`src/rtl/regfile.sv`:
```
// 32 x 32-bit MIPS general-purpose register file: one write port fed by write-back,
// two combinational read ports for decode, $0 hardwired to zero, write-to-read bypass.
module regfile #(
   parameter int unsigned DATA_W = 32,
   parameter int unsigned ADDR_W = 5,
   parameter int unsigned NREG   = 32
) (
   input  logic              clk,
   input  logic              rst,
   input  logic              we,
   input  logic [ADDR_W-1:0] waddr,
   input  logic [DATA_W-1:0] wdata,
   input  logic              re1,
   input  logic [ADDR_W-1:0] raddr1,
   output logic [DATA_W-1:0] rdata1,
   input  logic              re2,
   input  logic [ADDR_W-1:0] raddr2,
   output logic [DATA_W-1:0] rdata2
);

   logic [DATA_W-1:0] regs [NREG];
   logic              wr_en;

   // Index 0 is never written, so regs[0] holds the value cleared at reset forever.
   assign wr_en = we && (waddr != '0);

   always_ff @(posedge clk) begin
      if (!rst) begin
         for (int i = 0; i < NREG; i++) begin
            regs[i] <= '0;
         end
      end else if (wr_en) begin
         regs[waddr] <= wdata;
      end
   end

   // Bypass the in-flight write so decode never sees a stale value.
   always_comb begin
      rdata1 = '0;
      if (rst && re1 && (raddr1 != '0)) begin
         if (we && (waddr == raddr1)) begin
            rdata1 = wdata;
         end else begin
            rdata1 = regs[raddr1];
         end
      end
   end

   always_comb begin
      rdata2 = '0;
      if (rst && re2 && (raddr2 != '0)) begin
         if (we && (waddr == raddr2)) begin
            rdata2 = wdata;
         end else begin
            rdata2 = regs[raddr2];
         end
      end
   end

endmodule
```
`config.mk`:
```
export PLATFORM = sky130hd
export DESIGN_NAME = regfile
export DESIGN_NICKNAME = d
export VERILOG_FILES = /design/src/rtl/regfile.sv
export SDC_FILE = /design/constraint.sdc
export NUM_CORES = 2
export LEC_CHECK = 0
export BUFFER_PORTS_ARGS = -buffer_cell sky130_fd_sc_hd__buf_2
export CAP_MARGIN = 15
export CORE_ASPECT_RATIO = 0.7
export CORE_MARGIN = 2
export CORE_UTILIZATION = 55
export CTS_CLUSTER_SIZE = 40
export DETAILED_ROUTE_END_ITERATION = 10
export PLACE_DENSITY_LB_ADDON = 0.15
export SYNTH_ARGS = -nofsm -noshare
export SYNTH_HDL_FRONTEND = slang
export SYNTH_SLANG_ARGS = --single-unit
```
`constraint.sdc`:
```
create_clock -name clk -period 6.7 [get_ports clk]
set_input_delay 1.005 -clock clk [delete_from_list [all_inputs] [get_ports clk]]
set_output_delay 1.005 -clock clk [all_outputs]
set_load 0.03 [all_outputs]
```
Yosys cells after proc, flatten, opt, wreduce, memory -nomap -nowiden --
Memory sizes are Yosys's and may differ from the RTL's. Cells that the tools add are included.
Operators by class: equality and inequality tests 2, multiplexer cells 11, reductions and logical operators 11
Operator list (count):
- two-way mux 32 bit | 5
- OR reduction 32 bit | 1
- nonzero test 5 bit | 3
- == test 5 bit | 2
- logical AND 1 bit | 7
- two-way mux 1 bit | 5
- two-way mux 5 bit | 1
Storage, ports and cells: register bits 0, RAM bits 1024, input port bits 52, output and inout port bits 64, word-level logic and storage cells 25, memories kept 1
Memories:
- regs | depth 32, bits a word 32, rd ports 2, clocked after memory_dff 0, write ports 32, line 21 | logic [DATA_W-1:0] regs [NREG];

Logic depth before layout (Yosys ltp) --
word-level depth 7, mapped depth 10

Least setup slack after synthesis --
Ideal clock, no wire load.
kind input port to flip-flop, start point input port waddr[2], end point memory regs[28][0], enable pin, library setup time 0.466 ns, data arrival time 4.238 ns, data required time 6.234 ns, path slack 1.996 ns, stages 6, path buffers 3, cell sequence clkbuf_1 > or3_1 > clkbuf_1 > nand2_1 > clkbuf_1 > o21ai_0
RTL lines:
- start: declaration | line 11 | input logic [ADDR_W-1:0] waddr,
- end: declaration | line 21

Worst setup path after layout --
start point input port raddr1[0], end point output port rdata1[2]
Between the ends: cells in the longest elaborated chain, start to end 4, elaborated cells on any way between the ends 7, those cells by class 1 x eq/ne; 2 x mux; 3 x reduce/logical; 1 x memory
Ends and longest elaborated chain:
- start: declaration | line 14 | input logic [ADDR_W-1:0] raddr1,
- parallel branches: the longest is 3 deep, another holds memory read (32 x 32 bit)
- two-way mux 32 bit (*) | line 40 | if (rst && re1 && (raddr1 != '0)) begin
- end: declaration | line 15 | output logic [DATA_W-1:0] rdata1,
Mark *: on every way between the ends.

==> results_dict.tcl <==
set metrics [dict create \
    run_status "finished clean" \
    crit_top_cell "a22o_1" \
    wl_per_cell_um 35.4 \
    n_fill_cell 7268 \
    postSynthCellCount 3803 \
    htreeDepth 3 \
    synthFlopType "edfxtp_1" \
    vias 37100 \
    tns_ns 0 \
    finalHoldViolCount 0 \
    post-route-period-util 0.817 \
    intPower_mw 11.3 \
    power_frac_comb 0.121 \
    ys_ff_latch 1024 \
    slew-limit-headroom 0.167 \
    hold_end "regs[16][4]" \
    synthToLayoutAreaGrowth_pct 9.88 \
    synth_edf_count 1024 \
    min_period_ns 5.47 \
    rows 96 \
    overflow 0 \
    io_pins 116 \
    worstMarginPinSlew_ns 1.25 \
    clock.fmax_ghz 0.183 \
    top_register "regs" \
    dp_hpwl_um 110000 \
    clkSlewWorstSetupHoldPaths_ns 0.06 \
    netSwitchingPower_mw 3.86 \
    post-route-util 0.613 \
    final_net_count 3799 \
    endpoint_kind "primary output" \
    multi_input_area_mm2 0.0230 \
    cp-start-kind "input port" \
    largest_reg_flops 1024 \
    crit_fanout 69 \
    post-route-drc-count 0 \
    die_h_um 268 \
    ys_async_sr_fraction 0 \
    p_clk_frac 0.378 \
    grt_max_degree 123 \
    gp_congestion 0.919 \
    rsz0062_at_grt "no" \
    viasPerCell 7.19 \
    syn_avg_cell_area_um2 14.4 \
    hold_depth 2 \
    setup_viol 0 \
    ys_types 49 \
    required_ns 5.69 \
    clock-sinks 1024 \
    critPathMaxStageDelay_ns 1.00 \
    cp_cell_sequence "buf_8 > buf_4 > mux4_2 > a22o_1 > a2111oi_0 > a21oi_1 > a22o_1 > buf_2" \
    drive_above_1_share 0.219 \
    cts.repair.resized 0 \
    wl_um 183000 \
    antenna_found_initial 5 \
    reg_top3 "regs x1024" \
    layout_common_cells "edfxtp_1, and2_1, mux4_2" \
    powerDensity_mw_per_mm2 252 \
    dr.pass1.iters 6 \
    sequentialPowerShare 0.501 \
    synthesis.area_mm2 0.0549 \
    min_from "wdata[4]" \
    layout_commonest_cell "edfxtp_1" \
    setup.worst_path.class "input port to primary output" \
    area.sequential_mm2 0.0307 \
    ys_warn_count 0 \
    grt_util_all_layers 0.358 \
    drv_cap 0 \
    crit_path_top_delay_cell "a2111oi_0" \
    yosysSeqAreaShare 0.560 \
    arrival_ns 4.47 \
    start_util 0.558 \
    cts_made_buffers 101 \
    port_buffers 115 \
    switching_share 0.254 \
    grt_pass1_wl_um 262000 \
    min_path_type "input port to flip-flop" \
    p_leak_nw 21.0 \
    grt_pass1_vias 37500 \
    cts_root_buffer "clkbuf_16" \
    peakVddDrop_uv 227 \
    antenna_left 0 \
    core_area_mm2 0.0984 \
    cts_buffer_depth 3 \
    post_cts_buffers 0 \
    die_area_mm2 0.102 \
    drt_iter0_drc 6135 \
    drv_slew 0 \
    cts_tree "done" \
    hold_buffers 0 \
    dieWidth_um 381 \
]
[cells in the mapped netlist (6+ instances only)]
cell	number	area, um2
a21oi_1	94	470
a22o_1	62	543
buf_1	8	30.0
a2111oi_2	7	105
a31oi_1	31	194
o221ai_1	32	280
nor2b_1	34	213
nand3_1	6	30.0
buf_2	61	305
a221o_1	31	310
buf_4	18	135
o21ai_0	64	320
and2_1	993	6210
a2111oi_0	18	158
nor2_1	37	139
xnor2_1	6	52.6
a211oi_1	30	225
a2111oi_1	6	60.1
buf_6	11	124
o22ai_1	31	194
edfxtp_1	1024	30700
a22oi_1	62	465
mux2i_1	252	2520
nand2_1	75	282
a221oi_1	63	552
mux4_2	387	8720
clkbuf_1	324	1220
[per-stage QoR]
stage	cells	setup WS (ns)	instance area, um2	hold WS [ns]	total power [mW]
CTS	5145	1.40	60200	0.903	15.1
floorplan	3834	2.00	55000	1.20	8.83
global placement	4963	1.43	57000	1.65	9.46
finish	5155	1.23	60300	0.939	15.2
detailed placement	4964	1.40	57000	1.66	9.51
global route	5148	1.25	60300	0.932	15.5
[routing by layer]
layer | GRT usage | wire (um) | share of wire | vias to the layer above
li1 | - | - | - | 14600
met1 | 0.492 | 67500 | 0.37 | 18900
met2 | 0.540 | 82200 | 0.45 | 3056
met3 | 0.0810 | 22200 | 0.12 | 522
met4 | 0.185 | 10700 | 0.059 | 6
met5 | 0 | 36 | 0.00020 | -
[worst max-delay path: cells and delay by family]
| kind | cells | cell delay [ns] |
|---|---|---|
| AO/OA/AOI/OAI | 4 | 1.70 |
| buffers and inverters | 3 | 1.12 |
| multiplexers | 1 | 0.52 |
[worst max-delay path by stage]
stage / depth (start not counted) / slack [ns] / endpoint / startpoint
floorplan: 6 / 2.00 / regs[28][0] / waddr[2]
global placement: 8 / 1.43 / rdata1[2] / raddr1[0]
detailed placement: 8 / 1.40 / rdata1[2] / raddr1[0]
CTS: 8 / 1.40 / rdata1[2] / raddr1[0]
global route: 8 / 1.25 / rdata1[2] / raddr1[0]
finish: 8 / 1.23 / rdata1[2] / raddr1[0]
[power groups by stage]
stage / combinational (mW) / clock [mW] / sequential [mW]
after floorplan: 1.18 / 0 / 7.66
after global placement: 1.77 / 0 / 7.69
after detailed placement: 1.79 / 0 / 7.72
after CTS: 1.80 / 5.74 / 7.59
after global routing: 1.89 / 5.99 / 7.63
final: 1.83 / 5.74 / 7.60
[kinds of logic after synthesis]
kind of cell | share of synthesized area
xor gates and xnor gates | 0.00160
and+or+nand+nor | 0.128
buffers and inverters | 0.0332
other | 0.0000684
AOI/OAI and AO/OA | 0.0715
muxes | 0.205
DFF | 0.560
[area by class of cell]
type,count,area share
multi-input cells,2385,0.381
clock inverters,50,0.00836
diodes,7,0.000291
flip-flops and latches,1024,0.510
inverters,3,0.000187
clock buffers,131,0.0449
repair buffers,232,0.0278
well taps,1323,0.0275
(Power assumes the default switching activity.)
